**config.mk**
```make
export PLATFORM = sky130hd
export DESIGN_NAME = if_id_queue
export DESIGN_NICKNAME = d
export VERILOG_FILES = /design/src/rtl/if_id_queue.sv
export SDC_FILE = /design/constraint.sdc
export NUM_CORES = 1
export LEC_CHECK = 0
export BUFFER_PORTS_ARGS = -buffer_cell sky130_fd_sc_hd__buf_4
export CAP_MARGIN = 15
export CELL_PAD_IN_SITES_DETAIL_PLACEMENT = 0
export CELL_PAD_IN_SITES_GLOBAL_PLACEMENT = 1
export CORE_UTILIZATION = 30
export CTS_BUF_LIST = sky130_fd_sc_hd__clkbuf_16
export DETAILED_ROUTE_END_ITERATION = 6
export GPL_TIMING_DRIVEN = 0
export PLACE_DENSITY = 0.6
export SLEW_MARGIN = 10
export SYNTH_ARGS = -nofsm -noshare
export SYNTH_HDL_FRONTEND = slang
export SYNTH_SLANG_ARGS = --single-unit
export TNS_END_PERCENT = 5
```
**constraint.sdc**
```tcl
create_clock -name clk -period 27.4 [get_ports clk]
set_input_delay 2.74 -clock clk [delete_from_list [all_inputs] [get_ports clk]]
set_output_delay 2.74 -clock clk [all_outputs]
set_load 0.005 [all_outputs]
```
**src/rtl/if_id_queue.sv**
```systemverilog
// -----------------------------------------------------------------------------
// if_id_queue
//   Instruction queue between the fetch stage and the decode stage. Buffers
//   {pc, inst} pairs coming out of fetch so that decode backpressure does not
//   stall fetch directly. Fetch only stalls when the queue is full. A redirect
//   flush drops every buffered entry.
//
// Parameters
//   DEPTH   number of entries (power of 2, >= 2)
//   PC_W    PC width
//   INST_W  instruction width
//
// Ports
//   clk        clock, all state updates on posedge
//   rst        synchronous, active-high reset
//   flush      redirect: drop all entries
//   if_valid   fetch presents {if_pc, if_inst}
//   if_pc      PC of fetched instruction
//   if_inst    fetched instruction
//   if_ready   queue can accept an entry
//   id_valid   head entry is valid for decode
//   id_pc      head entry PC (0 when id_valid is low)
//   id_inst    head entry instruction (0 when id_valid is low)
//   id_ready   decode consumes the head this cycle
//   count      current occupancy, 0..DEPTH
//   stall_cnt  (only with IFQ_STALL_CNT_EN defined) saturating count of
//              cycles where fetch had a valid entry but the queue was full
//
// Handshake: a transfer happens on a rising edge where valid and ready are
// both high. Producers hold valid/data until the transfer; ready never depends
// on the partner's valid in the same cycle (if_ready uses registered state
// only, id_valid uses registered state only).
//
// Optional feature macro: IFQ_STALL_CNT_EN
// -----------------------------------------------------------------------------
module if_id_queue #(
  parameter int DEPTH  = 4,
  parameter int PC_W   = 64,
  parameter int INST_W = 32
) (
  input  logic                       clk,
  input  logic                       rst,
  input  logic                       flush,
  input  logic                       if_valid,
  input  logic [PC_W-1:0]            if_pc,
  input  logic [INST_W-1:0]          if_inst,
  output logic                       if_ready,
  output logic                       id_valid,
  output logic [PC_W-1:0]            id_pc,
  output logic [INST_W-1:0]          id_inst,
  input  logic                       id_ready,
`ifdef IFQ_STALL_CNT_EN
  output logic [31:0]                stall_cnt,
`endif
  output logic [$clog2(DEPTH):0]     count
);

  localparam int AW = $clog2(DEPTH);
  localparam int CW = AW + 1;
  localparam logic [CW-1:0] FULL_CNT = CW'(DEPTH);

  logic [PC_W-1:0]   pc_mem   [DEPTH];
  logic [INST_W-1:0] inst_mem [DEPTH];

  logic [AW-1:0] wr_ptr;
  logic [AW-1:0] rd_ptr;
  logic [CW-1:0] cnt_q;

  logic push;
  logic pop;

  // Ready is a pure function of registered occupancy (plus reset), so fetch
  // never sees a combinational path from decode.
  assign if_ready = !rst && (cnt_q != FULL_CNT);
  assign id_valid = (cnt_q != '0);
  assign count    = cnt_q;

  assign push = if_valid && if_ready;
  assign pop  = id_valid && id_ready;

  // Head read is combinational; masked so stale storage never leaks out.
  assign id_pc   = id_valid ? pc_mem[rd_ptr]   : '0;
  assign id_inst = id_valid ? inst_mem[rd_ptr] : '0;

  // Pointers and occupancy. Flush shares the reset path: any push or pop in
  // the flush cycle is dropped along with the buffered entries.
  always_ff @(posedge clk) begin
    if (rst || flush) begin
      wr_ptr <= '0;
      rd_ptr <= '0;
      cnt_q  <= '0;
    end else begin
      if (push) wr_ptr <= wr_ptr + 1'b1;
      if (pop)  rd_ptr <= rd_ptr + 1'b1;
      case ({push, pop})
        2'b10:   cnt_q <= cnt_q + 1'b1;
        2'b01:   cnt_q <= cnt_q - 1'b1;
        default: cnt_q <= cnt_q;
      endcase
    end
  end

  // Storage is not reset; contents are only observable through id_valid.
  always_ff @(posedge clk) begin
    if (push && !flush) begin
      pc_mem[wr_ptr]   <= if_pc;
      inst_mem[wr_ptr] <= if_inst;
    end
  end

`ifdef IFQ_STALL_CNT_EN
  // Counts fetch stalls caused by a full queue. Survives flush so that
  // stall statistics span redirects; only reset clears it.
  always_ff @(posedge clk) begin
    if (rst) begin
      stall_cnt <= '0;
    end else if (if_valid && !if_ready && (stall_cnt != 32'hFFFF_FFFF)) begin
      stall_cnt <= stall_cnt + 32'd1;
    end
  end
`endif

endmodule

```
==> results of run 1 <==
## critical path, delay by kind of cell
family	cells	cell delay (ps)
buf+inv	2	240
simple gates	1	110
## Yosys cell counts
| cell | n |
|---|---|
| clkbuf_1 | 16 |
| o311ai_0 | 1 |
| mux2i_1 | 2 |
| or3_1 | 2 |
| fa_1 | 1 |
| buf_6 | 5 |
| inv_1 | 6 |
| nand3b_2 | 1 |
| nor2b_1 | 1 |
| nor2_1 | 7 |
| o21ai_0 | 1 |
| nor3b_1 | 4 |
| o31ai_1 | 1 |
| or3b_2 | 1 |
| nand2_1 | 4 |
| dfxtp_1 | 9 |
| mux4_2 | 96 |
| buf_12 | 1 |
| buf_2 | 11 |
| xor2_1 | 4 |
| edfxtp_1 | 384 |
| a21oi_1 | 2 |
| clkbuf_2 | 1 |
| and2_1 | 96 |
| or2_2 | 1 |
| ha_1 | 5 |
## layout make-up
type                    count  area, um2  area share, %
flip-flops and latches    393      11700           61.3
multi-input cells         230       3070           16.1
repair buffers            255       2000           10.5
clock buffers              43       1080           5.63
well taps                 664        831           4.35
clock inverters            30        198           1.03
plain buffers              34        196           1.03
inverters                   6       22.5          0.118
diodes                      1       2.50         0.0131
## cell families (layout without fill, tap and decap cells)
logic type / Yosys count / in the layout / share of synthesized area (%)
other: 0 / 1 / 0
multiplexers: 98 / 98 / 14.6
XOR/XNOR: 4 / 4 / 0.234
adder cells (fa/ha/maj): 6 / 6 / 0.551
flip-flops: 393 / 393 / 78.2
buffers and inverters: 40 / 368 / 1.46
AO/OA/AOI/OAI: 5 / 5 / 0.209
AND/OR/NAND/NOR: 117 / 117 / 4.79
## per-layer routing
layer / routed length, um / share of wire, % / GRT usage [%] / vias to the layer above
met1: 14400 / 43 / 17.0 / 3833
met5: 11 / 0.033 / 0 / -
met3: 2280 / 6.8 / 4.17 / 54
li1: - / - / - / 3295
met2: 16100 / 48 / 21.7 / 183
met4: 751 / 2.2 / 4.30 / 2
## power breakdown
group	leakage [nW]	switching (mW)	internal, mW
Combinational	2.35	0.0239	0.0270
Sequential	3.54	0.00135	0.666
Clock	0.671	0.230	0.303
Total	6.56	0.255	0.996
## final timing paths
check	from	to	slack, ps	depth (start not counted)
setup reg to reg	count[0]	inst_mem[2][12]	24520	8
hold reg to reg	wr_ptr[1]	wr_ptr[1]	530	2
hold / removal	wr_ptr[1]	wr_ptr[1]	530	2
setup / recovery	rst	if_ready	21580	3
## sequential cells by signal, indices dropped and copies added (netlist names), named ones only
register	count
rd_ptr	2
count	3
pc_mem	256
wr_ptr	2
inst_mem	128
## per-stage QoR
step           cells  setup slack (ps)  hold slack (ps)
6_report        1656             21580              527
2_1_floorplan    663             16640              471
5_1_grt         1655             21330              555
3_3_place_gp    1528              9280              489
4_1_cts         1655             21390              525
3_5_place_dp    1582             21590              517
==> flow_metrics.tcl, run 1 <==
set metrics [dict create \
    cts_setup_buffers 0 \
    fillers 4553 \
    final_cell_mix "edfxtp_1, buf_4, mux4_2, and2_1, clkbuf_16" \
    clock_path_buffers 3 \
    vias 7367 \
    holdBufCountCts 0 \
    start_util_pct 30.5 \
    fin_skew_ps 27.4 \
    slowest_stage "buf_4" \
    worst_slew_pin_slew_ps 855 \
    path_max_fanout 4 \
    yosys.cell_types.count 26 \
    drt_first_pass_iters 4 \
    crit_path_max_incr_delay_ps 120 \
    dpl.hpwl_um 23000 \
    power_mw 1.25 \
    cts-root-buf "clkbuf_16" \
    required_ps 24660 \
    area_growth_pct 27.6 \
    vdd_drop_max_v 0.0000485 \
    outcome "complete, no violations" \
    slew-limit-headroom_pct 43.0 \
    first_global_vias 7914 \
    grt_pass1_wl_um 50100 \
    htree_levels 2 \
    ys_ff_latch 393 \
    clock_sinks 393 \
    syn_area_um2 15000 \
    end_kind "output pin" \
    maxCapViolations 0 \
    yosysTopAreaCell "edfxtp_1" \
    drc_errors 0 \
    ant_nets 0 \
    fin_area_um2 19100 \
    drive_gt1_share_pct 43.9 \
    die_h_um 225 \
    wl_per_cell_um 20.2 \
    cts_buffers 43 \
    fmax_ghz 0.172 \
    power.density_nw_per_um2 65.4 \
    via_per_inst 4.45 \
    final_util_pct 39.0 \
    path_class "input port to output pin" \
    synth_fp_nets 770 \
    fin_crit_sh_pct 21.2 \
    setup_viol 0 \
    ios 202 \
    syn-instance-count 663 \
    path_clk_slew_ps 60 \
    dieArea_um2 50800 \
    yosys_warnings 0 \
    core_area_um2 49100 \
    worstPathArrival_ps 3080 \
    drtIter0Drc 342 \
    antenna_found_initial 2 \
    yosysTopAreaCellShare_pct 77.0 \
    cts_tree "built" \
    num_rows 81 \
    worstSkewPairLatency_ps 570 \
    synthTopCellsByArea "edfxtp_1, mux4_2, and2_1" \
    mostFrequentLayoutCell "edfxtp_1" \
    leakagePower_nw 6.56 \
    drt-total-wl_um 33500 \
    track_usage_pct 13.4 \
    avgSynthCellArea_um2 22.6 \
    overflow 0 \
    cts-resized-gates 0 \
    dieWidth_um 225 \
    path_cells "buf_4 > nor2b_1 > buf_4" \
    timing.final.hold_violations 0 \
    rsz0062_at_grt "false" \
    fin_tns_setup_ps 0 \
    cp_common_cell "buf_4" \
    fin_nets 1070 \
    io_buffers 201 \
    gp_routability_congestion 0.691 \
    yosysSeqAreaShare_pct 78.2 \
    drv_slew 0 \
    grt_start_max_net_pins 14 \
    placed_area_um2 17800 \
    cp-start-kind "input port" \
    hold_path_class "register to register" \
    fin_crit_ps 5820 \
]
No activity file was read; power rests on OpenSTA's default activity.
==> run 2: changes to the inputs <==
--- a/config.mk
+++ b/config.mk
@@ -5,6 +5,7 @@
 export SDC_FILE = /design/constraint.sdc
 export NUM_CORES = 1
 export LEC_CHECK = 0
+export ABC_AREA = 1
 export BUFFER_PORTS_ARGS = -buffer_cell sky130_fd_sc_hd__buf_4
 export CAP_MARGIN = 15
 export CELL_PAD_IN_SITES_DETAIL_PLACEMENT = 0
@@ -13,7 +14,7 @@
 export CTS_BUF_LIST = sky130_fd_sc_hd__clkbuf_16
 export DETAILED_ROUTE_END_ITERATION = 6
 export GPL_TIMING_DRIVEN = 0
-export PLACE_DENSITY = 0.6
+export PLACE_DENSITY = 0.63
 export SLEW_MARGIN = 10
 export SYNTH_ARGS = -nofsm -noshare
 export SYNTH_HDL_FRONTEND = slang
==> constraint.sdc (replaced) <==
create_clock -name clk -period 5.9 [get_ports clk]
set_input_delay 0.59 -clock clk [delete_from_list [all_inputs] [get_ports clk]]
set_output_delay 0.59 -clock clk [all_outputs]
set_load 0.005 [all_outputs]
==> flow_metrics.tcl, run 2 <==
set metrics [dict create \
    multi_input_area_um2 3170 \
    timing.final.hold_violations 0 \
    clock_path_buffers 3 \
    synth_edf_count 384 \
    synthTopCellsByArea "edfxtp_1, nor2_1, o21ai_0" \
    yosysMostFrequentCell "nor2_1" \
    dpl.hpwl_um 25400 \
    required_ps 5310 \
    path_clk_slew_ps 60 \
    ios 202 \
    drt_first_pass_iters 7 \
    io_buffers 201 \
    seq_area_um2 11700 \
    track_usage_pct 15.3 \
    ys_ff_latch 393 \
    fin_crit_sh_pct 50.4 \
    hold_path_class "input port to register" \
    yosysTopAreaCellShare_pct 75.0 \
    timing.rr.start "count[0]" \
    slowest_stage "clkbuf_1" \
    drc_errors 0 \
    yosysTopAreaCell "edfxtp_1" \
    path_class "register to output pin" \
    setup_viol 0 \
    crit_buf_inv 4 \
    r2r_end "inst_mem[3][2]" \
    worst_slew_pin_slew_ps 755 \
    htree_levels 2 \
    regMostFlops "pc_mem" \
    vias 9810 \
    synth_fp_nets 1316 \
    path_cells "inv_2 > buf_4 > clkbuf_1 > o21ai_0 > a21oi_1 > buf_4" \
    slew-limit-headroom_pct 49.6 \
    synth_flop_cell "edfxtp_1" \
    reg2reg_depth 6 \
    async_flop_share_pct 0 \
    cts_buffers 43 \
    clock_sinks 393 \
    dieWidth_um 228 \
    cp_common_cell "buf_4" \
    drtIter0Drc 532 \
    drv_slew 0 \
    vdd_drop_max_v 0.000177 \
    grt_start_max_net_pins 25 \
    maxCapViolations 0 \
    synth_compound_area_share_pct 9.57 \
    ant_nets 0 \
    drt-total-wl_um 40100 \
    fin_area_um2 19400 \
    fin_skew_ps 23.5 \
    syn_area_um2 15400 \
    cts_setup_buffers 0 \
    synth_mux_area_share_pct 0 \
    grt_pass1_wl_um 60100 \
    yosys.cell_types.count 19 \
    avgSynthCellArea_um2 12.7 \
    fin_crit_ps 2980 \
    fin_nets 1578 \
    core_area_um2 50400 \
    first_global_vias 9942 \
    end_kind "output pin" \
    synthXorXnorAreaFrac_pct 0 \
    overflow 0 \
    largest_reg_flops 256 \
    yosys.area_share.simple_pct 10.3 \
    syn-instance-count 1209 \
    synth_top_family_by_area "simple AND/OR/NAND/NOR gates" \
    rsz0062_at_grt "false" \
    cpLargestDelayFamily "buffers and inverters" \
    wl_per_cell_um 18.4 \
    worstPathArrival_ps 2390 \
    num_rows 82 \
    area_growth_pct 26.2 \
    path_max_fanout 10 \
    yosys.area_share.adder_pct 0.537 \
    yosys_warnings 0 \
    placed_area_um2 18100 \
    worst-r2r-setup-slack_ps 3390 \
    worstSkewPairLatency_ps 570 \
    mostFrequentLayoutCell "nor2_1" \
    cts_tree "built" \
    yosysSeqAreaShare_pct 76.2 \
    die_h_um 228 \
    worst_hold_path.num_cells 1 \
    holdBufCountCts 0 \
    hold_start "if_pc[18]" \
    crit_path_max_incr_delay_ps 550 \
    cts-resized-gates 0 \
    fmax_ghz 0.336 \
    dieArea_um2 52200 \
    synthTopCellsByCount "nor2_1, edfxtp_1, o21ai_0" \
    power_mw 5.92 \
    gp_routability_congestion 0.723 \
    fillers 4758 \
    final_cell_mix "nor2_1, edfxtp_1, buf_4" \
    cts-root-buf "clkbuf_16" \
    start_util_pct 30.5 \
    outcome "complete, no violations" \
    via_per_inst 4.50 \
    leakagePower_nw 6.96 \
    drive_gt1_share_pct 21.5 \
    cp-start-kind "register" \
    holdPathEnd "pc_mem[1][18]" \
    power.density_nw_per_um2 305 \
    antenna_found_initial 2 \
]
==> run 2: cell count changes in the layout (fill, tap and decap cells not counted), moves of 17 or more <==
cell / before / now
buf_6: 29 / 12
and2_1: 96 / 0
o21ai_0: 1 / 177
a21oi_1: 2 / 100
nor2_1: 7 / 393
mux4_2: 96 / 0
o21ai_1: 0 / 17
==> run 2: how the worst max path moves through the flow <==
stage,slack (ps),cells past startpoint,from,end
CTS,2810,6,register,id_pc[4]
detailed placement,3130,6,rst,inst_mem[3][2]
global route,2690,6,register,id_pc[3]
global placement,-3600,4,rst,inst_mem[3][2]
floorplan,400,3,rst,inst_mem[0][0]
finish,2920,6,register,id_pc[3]
==> run 2: report_power, final <==
group,switching [mW],internal [mW],total [mW]
logic,0.189,0.141,0.329
registers,0.00717,3.10,3.10
clock network,1.07,1.42,2.49
==> run 2: area by class of cell <==
type	instances	share of cell area [%]
well taps	672	4.33
plain buffers	73	2.24
clock inverters	36	1.20
diodes	1	0.0129
inverters	23	0.445
multi-input cells	720	16.4
clock buffers	43	5.55
flip-flops and latches	393	60.4
repair buffers	217	9.51
==> run 2: routing by layer <==
layer  vias to the layer above  global-route usage, %  routed length, um
li1                       4814                      -                  -
met1                      4717                   20.5              18000
met2                       217                   24.7              19000
met3                        58                   3.98               2270
met4                         4                   3.88                803
met5                         -                      0                 31
==> run 2: stage by stage <==
stage          setup slack, ps  TNS (ps)  util (%)  cells  hold WS, ps
2_1_floorplan              405         0         -   1209          461
3_3_place_gp             -3600  -1332170      35.2   2082          498
3_5_place_dp              3130         0      35.9   2098          494
4_1_cts                   2810         0      38.5   2177          171
5_1_grt                   2690         0      38.5   2177          177
6_report                  2920         0      38.5   2178          220
==> run 2: cells by family after synthesis <==
| group | count (synthesis) |
|---|---|
| buf+inv | 96 |
| compound gates | 294 |
| simple gates | 420 |
| fa+ha+maj | 6 |
| flops | 393 |
